[src/rtl/snake_pkg.sv]
// snake_pkg: shared definitions for the snake game datapath blocks.
//   - Screen coordinate widths and limits.
//   - Game phase encoding used by target_hit_tracker.
//   - Default winning score.
//   - Helper that compares a head position with a target position.
package snake_pkg;

  localparam int H_W           = 8;
  localparam int V_W           = 7;
  localparam int H_MAX         = 160;
  localparam int V_MAX         = 120;
  localparam int WIN_SCORE_DEF = 30;

  typedef enum logic [2:0] {
    ST_IDLE   = 3'd0,
    ST_PLAY   = 3'd1,
    ST_HIT    = 3'd2,
    ST_SETTLE = 3'd3,
    ST_WIN    = 3'd4
  } state_t;

  // A hit needs every coordinate bit to agree.
  function automatic logic coord_match(input logic [H_W-1:0] ah,
                                       input logic [V_W-1:0] av,
                                       input logic [H_W-1:0] bh,
                                       input logic [V_W-1:0] bv);
    return (ah == bh) && (av == bv);
  endfunction

endpackage

[src/rtl/target_hit_tracker_pulse_stretcher.sv]
// pulse_stretcher: turns a one-cycle load strobe into a level that stays high
// for HOLD cycles, starting the cycle after the load.
// Ports:
//   clk    in   clock
//   rst_n  in   asynchronous active-low reset; drops the level at once
//   load   in   one-cycle strobe; (re)starts the hold window
//   level  out  registered stretched output
//   last   out  high during the final cycle of the hold window
module pulse_stretcher #(
  parameter int HOLD = 4
) (
  input  logic clk,
  input  logic rst_n,
  input  logic load,
  output logic level,
  output logic last
);

  localparam logic [3:0] LOAD_VAL = 4'(HOLD - 1);

  logic [3:0] cnt;

  always_ff @(posedge clk or negedge rst_n) begin
    if (!rst_n) begin
      level <= 1'b0;
      cnt   <= '0;
    end else if (load) begin
      level <= 1'b1;
      cnt   <= LOAD_VAL;
    end else if (level) begin
      if (cnt == 4'd0) begin
        level <= 1'b0;
      end else begin
        cnt <= cnt - 4'd1;
      end
    end
  end

  assign last = level && (cnt == 4'd0);

endmodule

[src/rtl/target_hit_tracker.sv]
// target_hit_tracker: compares the snake head with the current target on each
// movement tick. A hit raises REACHED for REACHED_HOLD cycles (feeding the
// target generator), pulses GROW once and bumps SCORE. A phase FSM
// (idle / play / hit / settle / win) keeps a stale target from being scored
// twice and gives the generator one settle cycle to present the new target.
//
// Optional build macro TARGET_TIMEOUT_EN: a target left unhit for
// TIMEOUT_TICKS movement ticks is forcibly relocated by a REACHED pulse that
// neither scores nor grows the snake.
//
// Ports:
//   CLK        in   system clock
//   RESET      in   asynchronous active-low reset
//   START      in   level; begins a game from idle or win
//   MOVE_TICK  in   strobe; head position valid this cycle
//   HEAD_H/V   in   head coordinates
//   TARGET_H/V in   current target coordinates
//   REACHED    out  stretched hit pulse to the target generator
//   GROW       out  one-cycle body growth request
//   SCORE      out  hits this game (saturating)
//   PLAYING    out  high in play and hit phases
//   WIN        out  high in win phase
module target_hit_tracker
  import snake_pkg::*;
#(
  parameter int SCORE_W       = 8,
  parameter int WIN_SCORE     = WIN_SCORE_DEF,
  parameter int REACHED_HOLD  = 4,
  parameter int TIMEOUT_TICKS = 200
) (
  input  logic               CLK,
  input  logic               RESET,
  input  logic               START,
  input  logic               MOVE_TICK,
  input  logic [H_W-1:0]     HEAD_H,
  input  logic [V_W-1:0]     HEAD_V,
  input  logic [H_W-1:0]     TARGET_H,
  input  logic [V_W-1:0]     TARGET_V,
  output logic               REACHED,
  output logic               GROW,
  output logic [SCORE_W-1:0] SCORE,
  output logic               PLAYING,
  output logic               WIN
);

  generate
    if (REACHED_HOLD < 2 || REACHED_HOLD > 15 || TIMEOUT_TICKS < 1 ||
        WIN_SCORE < 1 || WIN_SCORE >= (1 << SCORE_W)) begin : g_bad_params
      $error("target_hit_tracker: illegal parameter combination");
    end
  endgenerate

  localparam logic [SCORE_W-1:0] WIN_VAL   = SCORE_W'(WIN_SCORE);
  localparam logic [SCORE_W-1:0] SCORE_MAX = '1;

  state_t state;
  logic   hit;
  logic   load;
  logic   hold_last;

  // Compare only on a tick in PLAY; ticks in other phases see a stale target.
  assign hit = (state == ST_PLAY) && MOVE_TICK &&
               coord_match(HEAD_H, HEAD_V, TARGET_H, TARGET_V);

`ifdef TARGET_TIMEOUT_EN
  localparam int             TO_W    = $clog2(TIMEOUT_TICKS + 1);
  localparam logic [TO_W-1:0] TO_LAST = TO_W'(TIMEOUT_TICKS - 1);

  logic [TO_W-1:0] to_cnt;
  logic            timeout;

  // The tick that would make the count reach TIMEOUT_TICKS forces relocation.
  assign timeout = (state == ST_PLAY) && MOVE_TICK && !hit && (to_cnt == TO_LAST);
  assign load    = hit || timeout;

  // Held at zero outside PLAY, so it is clear on every entry into PLAY.
  always_ff @(posedge CLK or negedge RESET) begin
    if (!RESET) begin
      to_cnt <= '0;
    end else if (state != ST_PLAY) begin
      to_cnt <= '0;
    end else if (MOVE_TICK) begin
      if (hit || timeout) begin
        to_cnt <= '0;
      end else begin
        to_cnt <= to_cnt + 1'b1;
      end
    end
  end
`else
  assign load = hit;
`endif

  pulse_stretcher #(
    .HOLD (REACHED_HOLD)
  ) u_reached (
    .clk   (CLK),
    .rst_n (RESET),
    .load  (load),
    .level (REACHED),
    .last  (hold_last)
  );

  always_ff @(posedge CLK or negedge RESET) begin
    if (!RESET) begin
      state   <= ST_IDLE;
      GROW    <= 1'b0;
      SCORE   <= '0;
      PLAYING <= 1'b0;
      WIN     <= 1'b0;
    end else begin
      GROW <= 1'b0;
      case (state)
        ST_IDLE: begin
          if (START) begin
            state   <= ST_PLAY;
            SCORE   <= '0;
            PLAYING <= 1'b1;
          end
        end
        ST_PLAY: begin
          if (hit) begin
            state <= ST_HIT;
            GROW  <= 1'b1;
            if (SCORE != SCORE_MAX) begin
              SCORE <= SCORE + 1'b1;
            end
`ifdef TARGET_TIMEOUT_EN
          end else if (timeout) begin
            state <= ST_HIT;
`endif
          end
        end
        ST_HIT: begin
          // Leave together with REACHED falling.
          if (hold_last) begin
            PLAYING <= 1'b0;
            if (SCORE == WIN_VAL) begin
              state <= ST_WIN;
              WIN   <= 1'b1;
            end else begin
              state <= ST_SETTLE;
            end
          end
        end
        ST_SETTLE: begin
          state   <= ST_PLAY;
          PLAYING <= 1'b1;
        end
        ST_WIN: begin
          if (START) begin
            state   <= ST_PLAY;
            SCORE   <= '0;
            WIN     <= 1'b0;
            PLAYING <= 1'b1;
          end
        end
        default: begin
          state   <= ST_IDLE;
          PLAYING <= 1'b0;
          WIN     <= 1'b0;
        end
      endcase
    end
  end

endmodule

[config.mk]
export PLATFORM = sky130hd
export DESIGN_NAME = target_hit_tracker
export DESIGN_NICKNAME = d
export VERILOG_FILES = /design/src/rtl/snake_pkg.sv /design/src/rtl/target_hit_tracker_pulse_stretcher.sv /design/src/rtl/target_hit_tracker.sv
export SDC_FILE = /design/constraint.sdc
export NUM_CORES = 1
export LEC_CHECK = 0
export BUFFER_PORTS_ARGS = -buffer_cell sky130_fd_sc_hd__buf_2
export CAP_MARGIN = 20
export CORE_MARGIN = 4
export CORE_UTILIZATION = 30
export DETAILED_ROUTE_END_ITERATION = 8
export HOLD_SLACK_MARGIN = 0.05
export MAX_ROUTING_LAYER = met4
export PLACE_DENSITY_LB_ADDON = 0.08
export SYNTH_ARGS = -nofsm -noshare
export SYNTH_HDL_FRONTEND = slang
export SYNTH_SLANG_ARGS = --single-unit
[constraint.sdc]
create_clock -name CLK -period 1.57 [get_ports CLK]
set_input_delay 0.2355 -clock CLK [delete_from_list [all_inputs] [get_ports CLK]]
set_output_delay 0.2355 -clock CLK [all_outputs]
set_load 0.05 [all_outputs]
# After elaboration in Yosys (flattened, before gate mapping)
# Index checks and enable logic that the tools add are counted.
[word_totals]
output_inout_bits = 12
regBits = 19
[op_classes]
n_mux = 24
add_sub_neg = 2
n_bitwise = 2
n_eq_ne = 15
n_reduce_logical = 15
[op_table]
columns = ["cell", "n"]
rows = [
  ["two-way mux 8 bit", 3],
  ["one-hot mux 8 bit (2 select lines)", 1],
  ["two-way mux 3 bit", 4],
  ["two-way mux 4 bit", 3],
  ["one-hot mux 3 bit (4 select lines)", 1],
  ["two-way mux 1 bit", 10],
  ["!= test 2 bit, second input constant", 5],
  ["adder 8 x 1 -> 8 bit, second input constant", 1],
  ["equality test 8 x 5 -> 1 bit, second input constant", 1],
  ["equality test 8 bit", 1],
  ["!= test 8 bit, second input constant", 1],
  ["AND reduction 4 bit", 2],
  ["equality test 7 bit", 1],
  ["equality test 3 x 2 -> 1 bit, second input constant", 2],
  ["AND reduction 3 bit", 2],
  ["logical AND 1 bit", 4],
  ["logical NOT 4 bit", 1],
  ["!= test 2 x 1 -> 1 bit, second input constant", 2],
  ["one-hot mux 1 bit (4 select lines)", 1],
  ["nonzero test 2 bit", 2],
  ["subtractor 4 x 1 -> 4 bit, second input constant", 1],
  ["equality test 3 x 1 -> 1 bit, second input constant", 1],
  ["equality test 3 bit, second input constant", 1],
  ["logical NOT 3 bit", 1],
  ["other kinds (5)", 6],
]

# Depth between registers and ports, before layout
# Gate-level depths: netlist (run 1).
[logic_depth]
word_depth = 5
depth_mapped = 8

# By module
# From an unflattened synthesis (run 1), not the netlist that was laid out.
[hier_totals]
cells_unflattened = 146
area_unflattened_um2 = 1311.3
[modules_own_cells]
columns = ["mod", "cells_per_inst", "n_inst", "area_per_inst_um2", "seq_area_each_um2"]
rows = [
  ["target_hit_tracker", 119, 1, 1027.2, 350.3],
  ["pulse_stretcher", 27, 1, 284.0, 125.1],
]

# Worst setup path before layout (run 1)
# No wires, ideal clock.
[synth_path]
kind = "reg-to-reg"
start = "reg SCORE[0]"
end = "reg SCORE[3]"
slack_ns = -0.394
n_path_buf = 1
t_arrival_ns = 1.840
synth_period_minus_slack_ns = 1.964
required_ns = 1.446
path_stages_with_launch = 8
path_cell_list = "dfrtp_1 > ha_1 > nand2_1 > o31a_1 > nand3_2 > buf_6 > mux2i_1 > o21ai_1"
[synth_between]
elab_chain_cells = 4
elab_cells_between_ends = 7
classes_between = "add/sub (1); eq/ne (2); mux (3); reduce/logical (1)"
[synth_rtl]
columns = ["item", "line", "rtl"]
rows = [
  ["start: declaration", "target_hit_tracker.sv:41", "output logic [SCORE_W-1:0] SCORE,"],
  ["start signal: assignment", "target_hit_tracker.sv:126", "SCORE <= SCORE + 1'b1;"],
  ["adder 8 x 1 -> 8 bit", "target_hit_tracker.sv:126", ""],
  ["two-way mux 8 bit", "target_hit_tracker.sv:125", "if (SCORE != SCORE_MAX) begin"],
  ["two-way mux 8 bit", "target_hit_tracker.sv:122", "if (hit) begin"],
  ["one-hot mux 8 bit (2 select lines)", "target_hit_tracker.sv:113", "case (state)"],
]
# Parallel ways exist; a longest one is shown, timed or not. The select of a mux whose other input is x is not followed.
# A chain may end at the register's enable or synchronous reset.

# Final worst setup path (run 1)
[layout_path]
start = "reg state[1]"
end = "reg SCORE[5]"
[layout_between]
elab_chain_cells = 5
elab_cells_between_ends = 12
classes_between = "eq/ne (5); mux (1); reduce/logical (6)"
[layout_rtl]
columns = ["item", "line", "rtl"]
rows = [
  ["start: declaration", "target_hit_tracker.sv:56", "state_t state;"],
  ["start signal: assignment", "target_hit_tracker.sv:106", "state <= ST_IDLE;"],
  ["start signal: assignment", "target_hit_tracker.sv:116", "state <= ST_PLAY;"],
  ["start signal: assignment", "target_hit_tracker.sv:123", "state <= ST_HIT;"],
  ["equality test 3 x 1 -> 1 bit", "target_hit_tracker.sv:62, target_hit_tracker.sv:113", ""],
  ["logical AND 1 bit (2 in series)", "target_hit_tracker.sv:62", "assign hit = (state == ST_PLAY) && MOVE_TICK &&"],
  ["!= test 2 bit (no line)", "--", ""],
  ["AND reduction 4 bit (no line)", "--", ""],
]
# Parallel ways exist; a longest one is shown, timed or not.

==> results of run 1 <==
-- flip-flops by register name, summed over array words and instances, names as in the netlist --
register,count
SCORE,8
u_reached.cnt,4
state,3
GROW,1
PLAYING,1
WIN,1
u_reached.level,1
-- final cells by class --
cell class | instances | area [µm²]
Fill cell | 393 | 2060
Clock inverter | 1 | 5.00
Timing Repair Buffer | 74 | 457
Sequential cell | 19 | 485
Tap cell | 50 | 62.6
Inverter | 9 | 33.8
Multi-Input combinational cell | 105 | 887
Clock buffer | 3 | 41.3
-- metrics by stage --
stage | area, µm² | utilization (%) | setup TNS (ns)
3_5_place_dp | 1740 | 43.2 | -2.06
4_1_cts | 1870 | 46.3 | -0.786
3_3_place_gp | 1740 | 43.2 | -1.05
6_report | 1970 | 48.9 | -0.780
5_1_grt | 1970 | 48.9 | -2.15
2_1_floorplan | 1280 | - | -0.225
-- path summary, 6_finish.rpt --
kind,depth (start not counted),end,start
worst max-delay path,7,SCORE[5]$_DFFE_PN0P_,state[1]$_DFFE_PN0P_
worst min-delay path,3,state[2]$_DFFE_PN0P_,START
worst max register to register,7,SCORE[5]$_DFFE_PN0P_,state[1]$_DFFE_PN0P_
worst min register to register,2,WIN$_DFFE_PN0P_,WIN$_DFFE_PN0P_
max in group asynchronous,2,SCORE[3]$_DFFE_PN0P_,RESET
min in group asynchronous,2,u_reached.cnt[1]$_DFFE_PN0P_,RESET
-- power by group through the flow --
stage	registers (mW)	logic, mW	clock network [mW]
2_1_floorplan	0.602	0.219	0
3_3_place_gp	0.582	0.467	0
3_5_place_dp	0.586	0.481	0
4_1_cts	0.582	0.508	0.357
5_1_grt	0.592	0.600	0.383
6_report	0.585	0.542	0.343
-- cells in the final DEF, fill, tap and decap left out, types with 6 or more instances in the layout --
master / instances
buf_4: 25
inv_1: 7
o21ai_1: 7
dfrtp_2: 8
nand3_1: 10
nand2_1: 9
dfrtp_1: 11
nor2_1: 6
buf_2: 45
xnor2_1: 16
-- worst reg2reg max path, cell delays in order, from the launching register on --
cell,delay (ns)
dfrtp_1,0.42
nor3b_4,0.27
buf_4,0.16
o31a_1,0.20
buf_6,0.15
a41oi_2,0.11
o21ai_1,0.19
o31ai_2,0.10
-- routing by layer --
layer	GRT usage, %	vias to the layer above	share of wire (%)
met5	-	-	0
met4	3.69	0	0.55
met3	1.65	2	3.0
met2	27.6	21	55
met1	17.9	606	42
li1	-	634	-
-- cell families after synthesis --
| logic type | after synthesis | share of synthesized area (%) |
|---|---|---|
| XOR/XNOR | 18 | 12.5 |
| AO/OA/AOI/OAI | 30 | 15.6 |
| multiplexers | 1 | 0.796 |
| AND/OR/NAND/NOR | 52 | 24.5 |
| buffers and inverters | 12 | 4.78 |
| flip-flops | 19 | 37.8 |
| adder cells (fa/ha/maj) | 4 | 3.98 |
-- synth_stat cells (all sizes together), types with 2 or more instances --
library cell and instances:
nor2b 2, o21ai 12, a31oi 3, inv 9
a41oi 3, ha 4, nor4 3, nand3 13
nand2b 3, a21oi 3, dfrtp 19, nand4 2
nor3b 2, o211ai 2, xnor2 16, o31ai 2
nand2 12, nor3 2, xor2 2, and3 2
nor2 8, buf 3
-- what timing repair did --
| item | CTS | global route |
|---|---|---|
| gates resized for setup | 14 | 19 |
| hold buffers | 1 | 0 |
| pin swaps | 9 | 10 |
| setup endpoints to repair | 17 | 18 |
| endpoints found under the hold margin | 19 | 0 |
| setup buffers | 1 | 1 |
==> run metrics, run 1 <==
Mapped Cells 136; clk buf depth 2; Core Footprint 4030 µm²; DIE AREA 5290 µm²; family with the most delay on the worst path compound AO/OA/AOI/OAI gates; GRT Util Overall 15.2%; critical path launch point type flip-flop; total design power 1.47 mW; Antenna Nets Post-Route 0; Critical-path top delay cell dfrtp_1; share of cells above drive strength 1 54.5%; Psw 0.471 mW; area grow syn2layout 56.8%; Pint 0.999 mW; Post-DP HPWL 2840 µm; Post-Syn Nets 174; final period utilization 109%; Clock transition at path regs 0.08 ns; Placed Cells 254; Async S/R FF share, synth 100%; Post-synth EDFFs 0; area share of the largest cell type after synthesis 37.8%; power density over the cells 746 nW/µm²; antenna diode count 0; initial antenna violation count 0; number of buffers created by CTS 3; Crit. End Element flip-flop; CP arrival 1.84 ns; final slew viol count 0; initial drt markers 34; total wire length 3670 µm; RSZ-0062 raised after global routing true; Post-Place Worst Slack -0.186 ns; I/O pin cnt 46; Root Buffer clkbuf_8; ys flop type dfrtp_1; Hold WC Path Type input port to flip-flop; failing checks setup timing; Worst-Margin Slew 0.456 ns; Seq pwr share 39.8%; Rows 23; fin cells 261; Final Hold Viols 0; routability cong. 0.927; CP peak stage delay 0.42 ns; Slew HR 69.6%; Pleak 0.886 nW; Clock Sinks 19; WHS 0.361 ns; Final #Nets 250; worst skew pair latency 0.25 ns; Setup Skew 0.00217 ns; VDD IR max 0.000384 V; die width 72.7 µm; Critical path buffers and inverters 2; gr ovfl total 0; WP data required 1.70 ns; vias in the first global route 1356; Synth area leader dfrtp_1; H-tree depth 1; Synth Cell Area 1260 µm²; minimum clock period 1.71 ns; Die Ht 72.7 µm; fmax 586 MHz; # DRC 0; synth warn 0; largest net degree at the start of global routing 20; routed len/inst 14.1 µm; Detailed Routing Iterations Pass 1 4; PortBufs 45; Final setup viols 11; sw frac 32.1%; via count 1263; vias per cell 4.84; clock power share 23.3%; status complete, but fails checks; R2R Setup Slk -0.14 ns; Initial Utilization 31.2%; final worst-path setup slack -0.137 ns; CP Class flip-flop to flip-flop; max_cap viols 0; CP max FO 4; Yosys reg bits 19; first-pass GRT wire length 6100 µm; crit path cell chain nor3b_4 > buf_4 > o31a_1 > buf_6 > a41oi_2 > o21ai_1 > o31ai_2; Comb power frac 36.9%; sequential area share after synthesis 37.8%; top cells by area, synth dfrtp_1 (38%), xnor2_1 (11%), nand3_1 (4.8%), ha_1 (4.0%), nand2_1 (3.3%); syn_area_per_cell 9.25 µm²; count of cell types in the netlist 40; CTS tree done
Note: power is estimated with default switching activity, not from simulation.
==> inputs of run 2 (changes only) <==
--- a/config.mk
+++ b/config.mk
@@ -13,6 +13,7 @@
 export HOLD_SLACK_MARGIN = 0.05
 export MAX_ROUTING_LAYER = met4
 export PLACE_DENSITY_LB_ADDON = 0.08
+export SKIP_LAST_GASP = 1
 export SYNTH_ARGS = -nofsm -noshare
 export SYNTH_HDL_FRONTEND = slang
 export SYNTH_SLANG_ARGS = --single-unit
==> run metrics, run 2 (synthesis gave the netlist of run 1 again) <==
routability cong. 0.927 (unchanged); reg2reg start state[1]$_DFFE_PN0P_; Placed Cells 254 (unchanged); GRT Util Overall 15.2% (unchanged); Detailed Routing Iterations Pass 1 4 (unchanged); WP data required 1.70 ns (about the same); area grow syn2layout 56.2%; CTS tree done; I/O pin cnt 46 (unchanged); Crit. End Element flip-flop; PortBufs 45 (unchanged); status complete, but fails checks; Critical path buffers and inverters 2 (unchanged); Die Ht 72.7 µm (unchanged); Final setup viols 11 (unchanged); Rows 23 (unchanged); number of buffers created by CTS 3 (unchanged); clk buf depth 2 (unchanged); CP max FO 4 (unchanged); filler cell count in the final layout 394 (+0.25%); Regs by FF count SCORE: 8 flops, u_reached.cnt: 4 flops, state: 3 flops; Worst-Margin Slew 0.456 ns (+0.000171 ns); RSZ-0062 raised after global routing true; Critical-path top delay cell dfrtp_1; total wire length 3660 µm (-0.25%); most frequent cells in the layout buf_2 (45), buf_4 (25), xnor2_1 (16); Most flops, register SCORE; # DRC 0 (unchanged); Pint 0.988 mW (-1.1%); Comb power frac 36.2% (-0.7 points); vias in the first global route 1356 (unchanged); Initial Utilization 31.2% (unchanged); Slew HR 69.6% (about the same); Antenna Nets Post-Route 0 (unchanged); final slew viol count 0 (unchanged); Final Hold Viols 0 (unchanged); Post-Place Worst Slack -0.186 ns (unchanged); footprint of the multi-input gates 880 µm² (-0.85%); max reg flops 8 (unchanged); final period utilization 109% (-0.19 points); initial antenna violation count 0 (unchanged); initial drt markers 32 (-5.9%); gr ovfl total 0 (unchanged); clock power share 23.5% (+0.2 points); H-tree depth 1 (unchanged); first-pass GRT wire length 6100 µm (unchanged); via count 1271 (+0.63%); crit path cell chain nor3b_4 > buf_4 > o31a_1 > buf_6 > a41oi_2 > o21ai_1 > o31ai_2; minimum clock period 1.70 ns (-0.00291 ns); largest net degree at the start of global routing 20 (unchanged); sw frac 31.9% (-0.16 points); Clock Sinks 19 (unchanged); share of cells above drive strength 1 54.0% (-0.47 points); CP arrival 1.84 ns (about the same); antenna diode count 0 (unchanged); Psw 0.463 mW (-1.8%); die width 72.7 µm (unchanged); fmax 587 MHz (+0.17%); Seq pwr share 40.3% (+0.5 points); CP Class flip-flop to flip-flop; VDD IR max 0.000379 V (-1.4%); Setup Skew 0.00141 ns (-0.000761 ns); critical path launch point type flip-flop; fin util 48.8% (-0.19 points); Pleak 0.880 nW (-0.66%); TNS Setup -0.786 ns (-0.00594 ns); Final #Nets 250 (unchanged); crit path from state[1]$_DFFE_PN0P_; routed len/inst 14.0 µm (-0.25%); vias per cell 4.87 (+0.63%); Clock transition at path regs 0.07 ns (about the same); Storage cell area 485 µm² (unchanged); Root Buffer clkbuf_8; fin cells 261 (unchanged); Core Footprint 4030 µm² (unchanged); DIE AREA 5290 µm² (unchanged); CP peak stage delay 0.41 ns (about the same); worst skew pair latency 0.25 ns (about the same); Post-DP HPWL 2840 µm (unchanged); max_cap viols 0 (unchanged); Hold WC Path Type input port to flip-flop; failing checks setup timing; Hold Startpoint START; final worst-path setup slack -0.134 ns (+0.00291 ns); commonest non-fill, non-tap cell in the layout buf_2; power density over the cells 739 nW/µm² (-0.95%); family with the most delay on the worst path compound AO/OA/AOI/OAI gates
-- run 2: cell types whose count changed in the layout (fill, tap and decap cells not counted) --
| cell | delta |
|---|---|
| nand2b_4 | -1 |
| nand2_1 | +1 |
| nand2b_2 | +1 |
| nand2_2 | -1 |
-- run 2: power groups by stage --
stage	logic (mW)	registers, mW	clock network, mW
detailed placement	0.481	0.586	0
finish	0.525	0.585	0.341
CTS	0.508	0.582	0.357
global placement	0.467	0.582	0
floorplan	0.219	0.602	0
global route	0.582	0.591	0.383
-- run 2: final timing paths --
check                                          endpoint  slack [ns]  cells after the start
max                                SCORE[5]$_DFFE_PN0P_       -0.13                      7
min                                state[2]$_DFFE_PN0P_        0.36                      3
max reg2reg                        SCORE[5]$_DFFE_PN0P_       -0.13                      7
min reg2reg                             WIN$_DFFE_PN0P_        0.57                      2
max in group asynchronous          SCORE[3]$_DFFE_PN0P_        0.77                      2
min in group asynchronous  u_reached.cnt[1]$_DFFE_PN0P_        0.46                      2
-- run 2: per-layer routing --
metal | vias to the layer above | routed length, µm | global-route usage, %
li1 | 635 | - | -
met1 | 609 | 1520 | 17.9
met2 | 25 | 2000 | 27.6
met3 | 2 | 119 | 1.65
met4 | 0 | 20 | 3.69
met5 | - | 0 | -
-- run 2: timing repair --
item                                    in CTS  in global routing
pin swaps                                    9                  9
endpoints found under the setup margin      17                 18
setup buffers                                1                  1
hold buffers                                 1                  0
resized for setup                           14                 17
hold endpoints to repair                    19                  0
-- run 2: area by class of cell --
class | count | share of cell area (%)
clock buffers | 3 | 2.10
clock inverters | 1 | 0.255
inverters | 9 | 1.72
multi-input cells | 105 | 44.8
flip-flops and latches | 19 | 24.7
well taps | 50 | 3.18
repair buffers | 74 | 23.2
-- run 2: worst reg2reg max path, stage by stage, from the launching register on --
cell and delay [ns]:
dfrtp_1 0.41, nor3b_4 0.27, buf_4 0.16, o31a_1 0.20, buf_6 0.15, a41oi_2 0.11, o21ai_1 0.19, o31ai_2 0.10
-- run 2: metrics by stage --
step           instance area, µm²  hold WS, ns  power, mW
6_report                     1960        0.359       1.45
5_1_grt                      1960        0.374       1.56
4_1_cts                      1870        0.329       1.45
3_5_place_dp                 1740        0.213       1.07
3_3_place_gp                 1740        0.215       1.05
2_1_floorplan                1280      -0.0601      0.821
==> inputs of run 3 (changes only) <==
--- a/config.mk
+++ b/config.mk
@@ -11,7 +11,6 @@
 export CORE_UTILIZATION = 30
 export DETAILED_ROUTE_END_ITERATION = 8
 export HOLD_SLACK_MARGIN = 0.05
-export MAX_ROUTING_LAYER = met4
 export PLACE_DENSITY_LB_ADDON = 0.08
 export SKIP_LAST_GASP = 1
 export SYNTH_ARGS = -nofsm -noshare
==> run metrics, run 3 (synthesis gave the netlist of run 1 again) <==
Die Ht 72.7 µm (unchanged); area grow syn2layout 56.2% (unchanged); total wire length 3660 µm (+0.14%); WP data required 1.70 ns (about the same); Post-DP HPWL 2840 µm (unchanged); Seq pwr share 40.3% (about the same); Most flops, register SCORE; filler cell count in the final layout 394 (unchanged); vias per cell 4.83 (-0.79%); Hold WC Path Type input port to flip-flop; Antenna Nets Post-Route 0 (unchanged); final worst-path setup slack -0.135 ns (-0.000726 ns); sw frac 31.9% (about the same); Detailed Routing Iterations Pass 1 4 (unchanged); first-pass GRT wire length 6110 µm (+0.11%); Final #Nets 250 (unchanged); Initial Utilization 31.2% (unchanged); PortBufs 45 (unchanged); Comb power frac 36.2% (about the same); I/O pin cnt 46 (unchanged); VDD IR max 0.000379 V (about the same); RSZ-0062 raised after global routing true; share of cells above drive strength 1 54.0% (unchanged); fin cells 261 (unchanged); Setup Skew 0.00160 ns (+0.000195 ns); die width 72.7 µm (unchanged); failing checks setup timing; CP max FO 4 (unchanged); Pleak 0.880 nW (unchanged); Regs by FF count SCORE: 8 flops, u_reached.cnt: 4 flops, state: 3 flops; Post-Place Worst Slack -0.186 ns (unchanged); GRT Util Overall 14.8% (-0.43 points); antenna diode count 0 (unchanged); initial drt markers 36 (+13%); max reg flops 8 (unchanged); Psw 0.463 mW (about the same); CTS tree done; Worst-Margin Slew 0.456 ns (+0.000130 ns); most frequent cells in the layout buf_2 (45), buf_4 (25), xnor2_1 (16); Rows 23 (unchanged); Root Buffer clkbuf_8; Core Footprint 4030 µm² (unchanged); Placed Cells 254 (unchanged); critical path launch point type flip-flop; max_cap viols 0 (unchanged); initial antenna violation count 0 (unchanged); vias in the first global route 1356 (unchanged); final period utilization 109% (about the same); worst skew pair latency 0.25 ns (about the same); routed len/inst 14.0 µm (+0.14%); # DRC 0 (unchanged); power density over the cells 739 nW/µm² (about the same); CP arrival 1.84 ns (about the same); clk buf depth 2 (unchanged); DIE AREA 5290 µm² (unchanged); clock power share 23.5% (about the same); Clock transition at path regs 0.07 ns (about the same); Final setup viols 11 (unchanged); fmax 586 MHz (about the same); CP Class flip-flop to flip-flop; routability cong. 0.911 (-1.7%); status complete, but fails checks; gr ovfl total 0 (unchanged); number of buffers created by CTS 3 (unchanged); final slew viol count 0 (unchanged); Pint 0.988 mW (about the same); Crit. End Element flip-flop; TNS Setup -0.792 ns (-0.00610 ns); largest net degree at the start of global routing 20 (unchanged); H-tree depth 1 (unchanged); commonest non-fill, non-tap cell in the layout buf_2; Clock Sinks 19 (unchanged); minimum clock period 1.71 ns (+0.000726 ns); via count 1261 (-0.79%); Final Hold Viols 0 (unchanged); Slew HR 69.6% (about the same)
-- run 3: cell counts in the layout (fill, tap and decap cells not counted) --
Identical to the previous run, type by type.
-- run 3: worst paths after layout --
| check | end | depth (start not counted) | slack (ns) | start |
|---|---|---|---|---|
| min | state[2]$_DFFE_PN0P_ | 3 | 0.36 | START |
| min reg2reg | WIN$_DFFE_PN0P_ | 2 | 0.57 | WIN$_DFFE_PN0P_ |
| max in group asynchronous | SCORE[3]$_DFFE_PN0P_ | 2 | 0.77 | RESET |
| max | SCORE[5]$_DFFE_PN0P_ | 7 | -0.14 | state[1]$_DFFE_PN0P_ |
| max reg2reg | SCORE[5]$_DFFE_PN0P_ | 7 | -0.14 | state[1]$_DFFE_PN0P_ |
| min in group asynchronous | u_reached.cnt[1]$_DFFE_PN0P_ | 2 | 0.46 | RESET |
-- run 3: critical path, cell delays in order (launching register included) --
cell and delay (ns):
dfrtp_1 0.41, nor3b_4 0.27, buf_4 0.15, o31a_1 0.20
buf_6 0.15, a41oi_2 0.11, o21ai_1 0.19, o31ai_2 0.10
-- run 3: cell type report --
cell class | count | area, µm² | share of cell area (%)
clock buffers | 3 | 41.3 | 2.10
clock inverters | 1 | 5.00 | 0.255
inverters | 9 | 33.8 | 1.72
multi-input cells | 105 | 880 | 44.8
flip-flops and latches | 19 | 485 | 24.7
well taps | 50 | 62.6 | 3.18
repair buffers | 74 | 457 | 23.2
-- run 3: per-stage QoR --
step | power (mW) | hold slack [ns] | util, % | area [µm²]
after floorplan | 0.821 | -0.0601 | - | 1280
after detailed placement | 1.07 | 0.213 | 43.2 | 1740
final | 1.45 | 0.357 | 48.8 | 1960
after CTS | 1.45 | 0.329 | 46.3 | 1870
after global routing | 1.56 | 0.374 | 48.8 | 1960
after global placement | 1.05 | 0.215 | 43.2 | 1740
-- run 3: power by group through the flow --
stage	clock network [mW]	logic, mW	registers (mW)
after floorplan	0	0.219	0.602
after global placement	0	0.467	0.582
after detailed placement	0	0.481	0.586
after CTS	0.357	0.508	0.582
after global routing	0.383	0.582	0.591
final	0.341	0.524	0.585
-- run 3: per-layer routing --
metal  vias to the layer above  track usage [%]  routed length, µm  share of wire (%)
li1                        635                -                  -                  -
met1                       601             17.9               1540                 42
met2                        23             27.6               1990                 54
met3                         2             1.65                112                3.1
met4                         0             3.69                 21               0.57
met5                         -                0                  0                  0
-- run 3: timing repair --
action,CTS,global route
hold buffers,1,0
buffers inserted,1,1
hold endpoints to repair,19,0
gates resized for setup,14,17
setup endpoints to repair,17,18
pin swaps,9,9
